**src/rtl/mac_result_accumulator.sv**
```systemverilog
// mac_result_accumulator
// Issues operand pairs into a fixed-latency multiply-add stage, tracks each
// issue with a delayed {valid,last} tag, accumulates the returned results per
// dot-product group with saturation, and queues finished group sums in a
// 2-entry output FIFO. Issue is throttled so that every group in flight
// already owns a FIFO slot, so a completing group can never be dropped.
module mac_result_accumulator #(
    parameter int MAC_LATENCY = 3,
    parameter int ACC_WIDTH   = 32,
    parameter int OUT_DEPTH   = 2
) (
    input  logic                 clock,
    input  logic                 resetn,
    input  logic                 ivalid,
    input  logic                 ilast,
    output logic                 oready,
    input  logic [31:0]          mac_result,
    output logic                 ovalid,
    input  logic                 iready,
    output logic [ACC_WIDTH-1:0] result,
    output logic                 sat
);

    // Sum is formed wide enough that neither operand can wrap before clamping.
    localparam int SW = ((ACC_WIDTH > 32) ? ACC_WIDTH : 32) + 2;
    localparam logic signed [ACC_WIDTH-1:0] ACC_MAX = {1'b0, {(ACC_WIDTH-1){1'b1}}};
    localparam logic signed [ACC_WIDTH-1:0] ACC_MIN = {1'b1, {(ACC_WIDTH-1){1'b0}}};

    // ------------------------------------------------------------------
    // Issue control
    // ------------------------------------------------------------------
    logic       accept;
    logic [1:0] lif_reg, lif_next;
    logic [1:0] fc_reg, fc_next;
    logic [2:0] occupancy;

    // Slots already promised = groups in flight + groups waiting in the FIFO.
    assign occupancy = 3'(lif_reg) + 3'(fc_reg);
    assign oready    = (occupancy < 3'(OUT_DEPTH));
    assign accept    = ivalid && oready;

    // ------------------------------------------------------------------
    // Tag pipe: tag emerges in the same cycle as the matching mac_result
    // ------------------------------------------------------------------
    logic [MAC_LATENCY-1:0] tag_v_reg, tag_v_next;
    logic [MAC_LATENCY-1:0] tag_l_reg, tag_l_next;
    logic                   emerge_v;
    logic                   emerge_l;

    for (genvar gi = 0; gi < MAC_LATENCY; gi++) begin : g_tag
        if (gi == 0) begin : g_head
            assign tag_v_next[gi] = accept;
            assign tag_l_next[gi] = accept && ilast;
        end else begin : g_body
            assign tag_v_next[gi] = tag_v_reg[gi-1];
            assign tag_l_next[gi] = tag_l_reg[gi-1];
        end
    end

    assign emerge_v = tag_v_reg[MAC_LATENCY-1];
    assign emerge_l = tag_l_reg[MAC_LATENCY-1];

    // Shift the issue tags toward the accumulator
    always_ff @(posedge clock or negedge resetn) begin
        if (!resetn) begin
            tag_v_reg <= '0;
            tag_l_reg <= '0;
        end else begin
            tag_v_reg <= tag_v_next;
            tag_l_reg <= tag_l_next;
        end
    end

    // ------------------------------------------------------------------
    // Saturating accumulate
    // ------------------------------------------------------------------
    logic signed [ACC_WIDTH-1:0] acc_reg;
    logic                        sticky_reg;
    logic signed [SW-1:0]        sum_wide;
    logic signed [ACC_WIDTH-1:0] sum_clamp;
    logic                        sat_now;
    logic                        push;
    logic                        push_sat;
    logic                        pop;

    assign sum_wide = SW'(acc_reg) + SW'($signed(mac_result));

    // Clamp the running sum to the signed accumulator range
    always_comb begin
        sum_clamp = sum_wide[ACC_WIDTH-1:0];
        sat_now   = 1'b0;
        if (sum_wide > SW'(ACC_MAX)) begin
            sum_clamp = ACC_MAX;
            sat_now   = 1'b1;
        end else if (sum_wide < SW'(ACC_MIN)) begin
            sum_clamp = ACC_MIN;
            sat_now   = 1'b1;
        end
    end

    assign push     = emerge_v && emerge_l;
    assign push_sat = sticky_reg || sat_now;

    // Fold valid results into the group sum; restart on the last one
    always_ff @(posedge clock or negedge resetn) begin
        if (!resetn) begin
            acc_reg    <= '0;
            sticky_reg <= 1'b0;
        end else if (emerge_v) begin
            if (emerge_l) begin
                acc_reg    <= '0;
                sticky_reg <= 1'b0;
            end else begin
                acc_reg    <= sum_clamp;
                sticky_reg <= push_sat;
            end
        end
    end

    // ------------------------------------------------------------------
    // Counters
    // ------------------------------------------------------------------
    // Track groups whose last pair is issued but not yet summed
    always_comb begin
        lif_next = lif_reg;
        case ({accept && ilast, push})
            2'b10:   lif_next = lif_reg + 2'd1;
            2'b01:   lif_next = lif_reg - 2'd1;
            default: lif_next = lif_reg;
        endcase
    end

    // Track FIFO fill; push and pop together leave it unchanged
    always_comb begin
        fc_next = fc_reg;
        case ({push, pop})
            2'b10:   fc_next = fc_reg + 2'd1;
            2'b01:   fc_next = fc_reg - 2'd1;
            default: fc_next = fc_reg;
        endcase
    end

    // Register both occupancy counters
    always_ff @(posedge clock or negedge resetn) begin
        if (!resetn) begin
            lif_reg <= '0;
            fc_reg  <= '0;
        end else begin
            lif_reg <= lif_next;
            fc_reg  <= fc_next;
        end
    end

    // ------------------------------------------------------------------
    // Output FIFO (two entries, ping-pong pointers)
    // ------------------------------------------------------------------
    logic signed [ACC_WIDTH-1:0] mem_data_reg [2];
    logic                        mem_sat_reg  [2];
    logic                        wr_ptr_reg;
    logic                        rd_ptr_reg;

    assign ovalid = (fc_reg != 2'd0);
    assign pop    = ovalid && iready;
    assign result = ovalid ? mem_data_reg[rd_ptr_reg] : '0;
    assign sat    = ovalid ? mem_sat_reg[rd_ptr_reg] : 1'b0;

    // Write completed group sums and advance the read side on pop
    always_ff @(posedge clock or negedge resetn) begin
        if (!resetn) begin
            wr_ptr_reg <= 1'b0;
            rd_ptr_reg <= 1'b0;
            for (int i = 0; i < 2; i++) begin
                mem_data_reg[i] <= '0;
                mem_sat_reg[i]  <= 1'b0;
            end
        end else begin
            if (push) begin
                mem_data_reg[wr_ptr_reg] <= sum_clamp;
                mem_sat_reg[wr_ptr_reg]  <= push_sat;
                wr_ptr_reg               <= ~wr_ptr_reg;
            end
            if (pop) begin
                rd_ptr_reg <= ~rd_ptr_reg;
            end
        end
    end

endmodule

```
**config.mk**
```make
export PLATFORM = sky130hd
export DESIGN_NAME = mac_result_accumulator
export DESIGN_NICKNAME = d
export VERILOG_FILES = /design/src/rtl/mac_result_accumulator.sv
export SDC_FILE = /design/constraint.sdc
export NUM_CORES = 1
export LEC_CHECK = 0
export BUFFER_PORTS_ARGS = -buffer_cell sky130_fd_sc_hd__buf_2
export CAP_MARGIN = 20
export CORE_ASPECT_RATIO = 1.4
export CORE_MARGIN = 2
export CORE_UTILIZATION = 45
export DETAILED_ROUTE_END_ITERATION = 6
export PLACE_DENSITY = 0.67
export SETUP_SLACK_MARGIN = 0.1
export SLEW_MARGIN = 10
export SYNTH_ARGS = -nofsm -noshare
export SYNTH_HDL_FRONTEND = slang
export SYNTH_SLANG_ARGS = --single-unit
export TNS_END_PERCENT = 1
```
**constraint.sdc**
```tcl
create_clock -name clock -period 4 [get_ports clock]
set_input_delay 0.8 -clock clock [delete_from_list [all_inputs] [get_ports clock]]
set_output_delay 0.8 -clock clock [all_outputs]
set_load 0.05 [all_outputs]
```
Word level (Yosys, flattened, before mapping). Cells that the tools add are included. Widths: inputs -> output; s select.

RAM bits: 0. Bits in registers: 111. Latch bits: 0. Memory bits (read-only): 0. Input bits: 37. Output and inout port bits: 35. Memories: 0.

Order comparisons: 6. Add/sub/neg operators: 6. Bitwise operators: 4. Muxes and demuxes: 22. Reductions and logical operators: 9. Shifts and indexed selects: 0. Equality and inequality tests: 4. $mul: 0. Divide/modulo/power cells: 0.

Operators with widths (count): $mux 32 (8); $bwmux 64 (1); $add 32x32->33 (1); $gt 33x32->1 const B (1); $lt 33x32->1 const B (1); $demux 32 s1 (1); $mux 1 (8); $pmux 2 s2 (2); $reduce_bool 2->1 (3); $logic_and 1x1->1 (5); $add 2x1->2 const B (2); $eq 2x1->1 const B (2); $eq 2x2->1 const B (2); $ge 2x2->1 const B (2); $not 1->2 (2); $sub 2x1->2 const B (2); $add 2x2->3 (1); $lt 3x2->1 const B (1); $bwmux 2 (1); $lt 2x1->1 const B (1); $not 1->1 (2); $demux 1 s1 (1); $logic_or 1x1->1 (1).

Logic depth before layout (Yosys ltp). Gate-level depths: netlist (run 1).

Word-level depth: 6. Depth in mapped cells: 13. Depth with buffers taken out: 12.

Worst setup path before layout (run 1). Ideal clock, no wire load.

Path kind: input to register. Start point: input mac_result[26]. End point: register mem_data_reg[48] in the netlist's numbering. Required time: 3.870 ns. Path buffers: 2. Stages on the path: 10. Data arrival time: 3.310 ns. Setup slack: 0.561 ns. Path through: ha_1 -> buf_2 -> nand4_1 -> or4_1 -> o31a_1 -> a32o_1 -> clkbuf_1 -> maj3_1 -> mux2i_1 -> o21ai_1.

Longest elaborated chain between the ends: 5. Elaborated cells on any way between the ends: 6. Classes of those cells: add/sub: 1; order compare: 2; mux: 3.

Ends and longest elaborated chain: from (decl) (RTL line 17) `input logic [31:0] mac_result,`; $add 32x32->33 * (RTL line 86) `assign sum_wide = SW'(acc_reg) + SW'($signed(mac_result));`; $lt 33x32->1 (RTL line 95) `end else if (sum_wide < SW'(ACC_MIN)) begin`; $mux 32 (RTL line 95); $mux 32 * (RTL line 92) `if (sum_wide > SW'(ACC_MAX)) begin`; $bwmux 64 * (RTL line 178) `mem_data_reg[wr_ptr_reg] <= sum_clamp;`; to (signal, indexed assignment) (RTL line 178); to (decl) (RTL line 157) `logic signed [ACC_WIDTH-1:0] mem_data_reg [2];`.

Every way passes the cells marked *; elsewhere a longest branch is shown, timed or not. A chain may end at the register's enable or synchronous reset.

Final worst setup path (run 1).
Start point: input mac_result[21]. End point: register acc_reg[20].

Longest elaborated chain between the ends: 5. Elaborated cells on any way between the ends: 6. Classes of those cells: add/sub: 1; order compare: 2; mux: 3.

Ends and longest elaborated chain: $add 32x32->33 * (RTL line 86); $lt 33x32->1 (RTL line 95); $mux 32 (RTL line 95); $mux 32 * (RTL line 92); $mux 32 * (RTL line 110) `if (emerge_l) begin`; to (signal assigned) (RTL line 114) `acc_reg <= sum_clamp;`; to (decl) (RTL line 77) `logic signed [ACC_WIDTH-1:0] acc_reg;`.

Marks and branches as above.

==> impl_metrics.yaml, run 1 <==
run_status:
  status: "finished clean"
floorplan:
  die_width_um: 108
  die_height_um: 150
  dieArea_um2: 16200
  initial_core_util: 0.458
  core_area_um2: 14900
  fp-row-count: 53
  ioPinCount: 72
logic_synthesis:
  synth_ff_type: "dfrtp_1"
  async_reset_ff_frac: 1.00
  seq_area_frac_synth: 0.406
  synth_area_leaders: "dfrtp_1 41%, ha_1 6.2%, nand2_1 5.7%"
  synth-seq-cells: 111
  yosysWarnings: 0
  yosys.area.top_type: "dfrtp_1"
  synth_edf_count: 0
  syn_avg_cell_area_um2: 8.78
  synth_fp_nets: 852
  synth_top_area_frac: 0.406
  synth_common_cells: "111 x dfrtp_1, 103 x nand2_1, 70 x nor2_1, 68 x a21oi_1, 50 x o21ai_1"
  synthCells: 779
  yosysMostFrequentCell: "dfrtp_1"
  syn_area_um2: 6840
  ys_types: 53
worst_setup_path:
  crit_required_ps: 4270
  slowest_delay_ps: 570
  critical_path_class: "in -> reg"
  worstPathMaxFanout: 11
  cp_top_family: "simple AND/OR/NAND/NOR gates"
  worstPathArrival_ps: 3810
  end_kind: "register"
  crit_buf_inv: 3
  cp-start-kind: "input port"
  critPathMostFrequentCell: "buf_4"
  path_cells: "buf_2 > ha_1 > nand4_1 > or4_1 > o31a_1 > a32oi_2 > buf_4 > nor3_1 > a21oi_2 > buf_4 > nand3_1 > o2bb2ai_1"
  cp_slowest_cell: "or4_1"
global_routing:
  grt_max_degree: 84
  grt-ovfl-total: 0
  grt_pass1_vias: 5765
  antenna_found_initial: 0
  busiest_layer: "met2"
  groute.usage.overall: 0.228
  grt_use_met1: 0.291
  grt_first_pass_wirelength_um: 29100
  use_met3: 0.0270
  grt_use_met2: 0.402
clocking:
  ctsHoldBuffers: 0
  clkSinkCount: 111
  cts_buffer_depth: 2
  clk_pin_slew_worst_paths_ps: 90
  cts.root.buffer_cell: "clkbuf_16"
  cts.repair.resized: 0
  insertion_delay_ps: 360
  cts_tree: "yes"
  htreeDepth: 3
  post_cts_buffers: 0
  cts_inserted_buffers: 9
final_layout:
  stdcell_count: 1052
  largest_register_ffs: 64
  fillCellCount: 1434
  syn_to_final_growth_pct: 15.9
  nets: 928
  antennaDiodeCount: 0
  drive_above_1_share: 0.165
sta:
  finalSetupTns_ps: 0
  finalSetupViolations: 0
  min_period_ps: 3530
  rsz0062_at_grt: "no"
  finalClockSkew_ps: 13.1
  hold_viol_final: 0
  fin_crit_sh: 0.883
  tightest_slew_ps: 944
  max_freq_mhz: 283
  drv_slew: 0
  max_slew_margin: 0.371
route:
  drtPass1Iterations: 5
  wl_per_cell_um: 16.9
  vias: 5862
  wirelength_um: 17800
  drt_iter0_drc: 395
  ant_nets: 0
  drc: 0
  vias_per_cell: 5.57
hold_path:
  worstHoldPathType: "reg -> reg"
placement:
  io_buffers: 71
  place_inst: 1033
  globalplace.congestion: 0.967
  hpwl_um: 13100
flow_run:
  drv_cap: 0
-- cells in the final DEF, fill, tap and decap left out, types with 3 or more instances in the layout --
master     synthesis  layout
buf_4              0      38
nor2_1            70      69
clkinv_8           0       3
a21o_1             9       9
o31ai_1            5       5
o22a_1             4       4
o21a_1             7       7
o21bai_1           3       3
buf_2             10      70
o211ai_1           5       5
o21ai_0           39      39
maj3_1             4       4
nand4_1           11      11
xor2_1            13      13
nor2b_1            4       4
nor3_1             9       9
mux2i_1           37      37
nand3_1           19      19
o2bb2ai_1         23      23
o221ai_1           4       4
clkbuf_16          0       9
a31oi_1            9       9
inv_1             18      18
ha_1              34      34
dfrtp_1          111     110
nand2b_1           5       4
nand2_1          103     102
xnor2_1           21      21
or3_1              7       7
a32o_1             6       6
o21ai_1           50      50
a21oi_1           68      68
and2_1             6       6
-- final timing paths --
kind / start / endpoint / slack, ps / depth (start not counted)
setup / recovery: mac_result[21] / acc_reg[20]$_DFFE_PN0P_ / 470 / 12
hold / removal: tag_l_reg[0]$_DFF_PN0_ / tag_l_reg[1]$_DFF_PN0_ / 350 / 0
setup reg to reg: acc_reg[22]$_DFFE_PN0P_ / acc_reg[20]$_DFFE_PN0P_ / 560 / 11
hold reg to reg: tag_l_reg[0]$_DFF_PN0_ / tag_l_reg[1]$_DFF_PN0_ / 350 / 0
max in group asynchronous: resetn / mem_data_reg[38]$_DFFE_PN0P_ / 2710 / 3
min in group asynchronous: resetn / mem_data_reg[49]$_DFFE_PN0P_ / 380 / 1
-- cell families (layout without fill, tap and decap cells) --
family / count (synthesis) / in the layout / share of synthesized area
buffers and inverters: 66 / 147 / 0.0381
adder cells (fa/ha/maj): 40 / 40 / 0.0739
AO/OA/AOI/OAI: 249 / 249 / 0.229
multiplexers: 38 / 38 / 0.0558
AND/OR/NAND/NOR: 241 / 241 / 0.153
flip-flops: 111 / 111 / 0.406
XOR/XNOR: 34 / 34 / 0.0436
-- metrics by stage --
| step | hold WS (ps) | util | area, µm² | setup slack, ps |
|---|---|---|---|---|
| 6_report | 351 | 0.531 | 7930 | 466 |
| 5_1_grt | 370 | 0.531 | 7930 | 305 |
| 4_1_cts | 357 | 0.527 | 7860 | 511 |
| 3_5_place_dp | 337 | 0.506 | 7550 | 144 |
| 3_3_place_gp | 333 | 0.506 | 7550 | 153 |
| 2_1_floorplan | 331 | - | 6840 | 561 |
-- routing by layer --
layer  up-vias  share of wire
met1      2791           0.44
met3        20          0.028
met5         -              0
li1       2939              -
met2       112           0.51
met4         0          0.021
-- layout make-up --
class,instances,area (µm²),share of cell area
repair buffers,112,718,0.0906
inverters,19,71.3,0.00900
multi-input cells,602,3810,0.480
well taps,192,240,0.0303
clock buffers,9,225,0.0284
clock inverters,7,86.3,0.0109
flip-flops and latches,111,2780,0.351
Power of run 1 is left out: the tool's default activity adds up to more than one toggle a clock period on the data nets, which glitch-free logic cannot reach.
==> run 2: changes to the inputs <==
--- a/config.mk
+++ b/config.mk
@@ -5,13 +5,14 @@
 export SDC_FILE = /design/constraint.sdc
 export NUM_CORES = 1
 export LEC_CHECK = 0
+export ABC_AREA = 1
 export BUFFER_PORTS_ARGS = -buffer_cell sky130_fd_sc_hd__buf_2
 export CAP_MARGIN = 20
 export CORE_ASPECT_RATIO = 1.4
 export CORE_MARGIN = 2
 export CORE_UTILIZATION = 45
 export DETAILED_ROUTE_END_ITERATION = 6
-export PLACE_DENSITY = 0.67
+export PLACE_DENSITY = 0.66
 export SETUP_SLACK_MARGIN = 0.1
 export SLEW_MARGIN = 10
 export SYNTH_ARGS = -nofsm -noshare
==> impl_metrics.yaml, run 2 <==
sta:
  drv_slew: 0
  min_period_ps: 2980
  hold_viol_final: 0
  finalSetupViolations: 0
  finalSetupTns_ps: 0
  finalClockSkew_ps: 11.0
  rsz0062_at_grt: "no"
  hold_ws_ps: 355
  max_slew_margin: 0.478
  fin_crit_sh: 0.744
  tightest_slew_ps: 782
  worst_slack_ps: 1020
  max_freq_mhz: 336
clocking:
  cts.root.buffer_cell: "clkbuf_16"
  post_cts_buffers: 0
  ctsHoldBuffers: 0
  clkSinkCount: 111
  insertion_delay_ps: 350
  cts_inserted_buffers: 9
  cts_buffer_depth: 2
  cts.repair.resized: 0
  cts_tree: "yes"
  clk_pin_slew_worst_paths_ps: 80
  htreeDepth: 3
floorplan:
  die_height_um: 156
  ioPinCount: 72
  core_area_um2: 16100
  fp-row-count: 55
  die_width_um: 112
  dieArea_um2: 17500
  initial_core_util: 0.460
worst_setup_path:
  end_kind: "output port"
  slowest_delay_ps: 560
  worstPathMaxFanout: 19
  worstPathArrival_ps: 2180
  cp-start-kind: "register"
  rrSetupSlack_ps: 1290
  critical_path_class: "reg -> out"
  path_cells: "inv_1 > buf_4 > nand2_1 > a21oi_1 > buf_2"
  crit_required_ps: 3200
  cp-startpoint: "rd_ptr_reg$_DFFE_PN0P_"
  cp_slowest_cell: "inv_1"
  rr_startpoint: "acc_reg[0]$_DFFE_PN0P_"
logic_synthesis:
  synth_compound_area_frac: 0.0615
  synthCells: 1111
  seq_area_frac_synth: 0.375
  synth_top_family_by_area: "simple AND/OR/NAND/NOR gates"
  async_reset_ff_frac: 1.00
  yosysWarnings: 0
  synth_edf_count: 0
  synth_top_area_frac: 0.375
  synth_adder_area_share: 0.0629
  yosysMostFrequentCell: "nand2_1"
  yosys.area.top_type: "dfrtp_1"
  synthXorXnorAreaFrac: 0.0237
  synth_common_cells: "568 x nand2_1, 111 x dfrtp_1, 109 x inv_1, 68 x nand2_2, 55 x a21oi_1"
  synth_fp_nets: 1184
  syn_area_um2: 7400
  synth_area_leaders: "dfrtp_1 38%, nand2_1 29%, ha_1 5.7%"
  synthMuxAreaShare: 0
  syn_avg_cell_area_um2: 6.66
  synth_ff_type: "dfrtp_1"
  synth-simple-area-share: 0.397
  ys_types: 26
  synth-seq-cells: 111
global_routing:
  grt_first_pass_wirelength_um: 32800
  grt-ovfl-total: 0
  antenna_found_initial: 0
  groute.usage.overall: 0.238
  grt_pass1_vias: 6662
  grt_max_degree: 112
placement:
  io_buffers: 71
  globalplace.congestion: 0.922
  dp_slack_ps: 767
  hpwl_um: 15000
flow_run:
  drv_cap: 0
run_status:
  status: "finished clean"
final_layout:
  antennaDiodeCount: 0
  syn_to_final_growth_pct: 11.7
  seqCellArea_um2: 2780
  final_cell_mix: "568 x nand2_1, 111 x dfrtp_1, 109 x inv_1"
  multi_input_area_um2: 4040
  drive_above_1_share: 0.153
  largest_register_ffs: 64
  nets: 1244
  final_common_cell: "nand2_1"
  fillCellCount: 1691
  finish.utilization: 0.514
hold_path:
  worstHoldPathType: "reg -> reg"
  min-delay-start: "tag_l_reg[0]$_DFF_PN0_"
route:
  drtPass1Iterations: 5
  wl_per_cell_um: 14.8
  drc: 0
  drt_iter0_drc: 432
  wirelength_um: 20300
  ant_nets: 0
  vias: 6781
  vias_per_cell: 4.94
-- run 2: cell count changes after synthesis, moves of 10 or more --
cell	delta
nand2_2	+68
o2bb2ai_1	-23
clkbuf_1	-15
buf_2	-10
inv_1	+91
o21ai_1	-50
nor2_1	-27
xnor2_1	-16
o21ai_0	-32
nand3_1	+10
a21oi_1	-13
nand2_1	+465
mux2i_1	-37
-- run 2: final cells by class --
class,count,area share
Sequential cell,111,0.336
Tap cell,199,0.0301
Multi-Input combinational cell,855,0.489
Inverter,111,0.0504
Clock inverter,5,0.00802
Clock buffer,10,0.0289
Timing Repair Buffer,83,0.0581
-- run 2: logic make-up after synthesis --
kind of cell / Yosys count
DFF: 111
xor gates and xnor gates: 20
AOI/OAI and AO/OA: 80
adders and majority gates: 36
and+or+nand+nor: 719
buffers and inverters: 145
-- run 2: path summary, 6_finish.rpt --
kind | end | depth (start not counted)
worst min register to register | tag_l_reg[1]$_DFF_PN0_ | 0
worst max-delay path | result[6] | 5
worst max register to register | mem_data_reg[33]$_DFFE_PN0P_ | 18
max in group asynchronous | acc_reg[24]$_DFFE_PN0P_ | 2
min in group asynchronous | acc_reg[5]$_DFFE_PN0P_ | 2
worst min-delay path | tag_l_reg[1]$_DFF_PN0_ | 0
-- run 2: through the flow --
stage	area (µm²)	std cells
after floorplan	7400	1111
after global placement	7940	1358
after detailed placement	7940	1358
after CTS	8240	1373
after global routing	8270	1374
final	8270	1374
-- run 2: critical path, delay by kind of cell, from the launching register on --
family	cells	cell delay (ps)
buffers and inverters	3	1200
DFF	1	380
AOI/OAI and AO/OA	1	160
and+or+nand+nor	1	70
-- run 2: metal layers --
layer	vias to the layer above	global-route usage	part of all wire
li1	3501	-	-
met1	3091	0.282	0.41
met2	147	0.429	0.51
met3	42	0.0245	0.031
met4	0	0.116	0.047
met5	-	0	0
Power of run 2 is left out for the same reason.
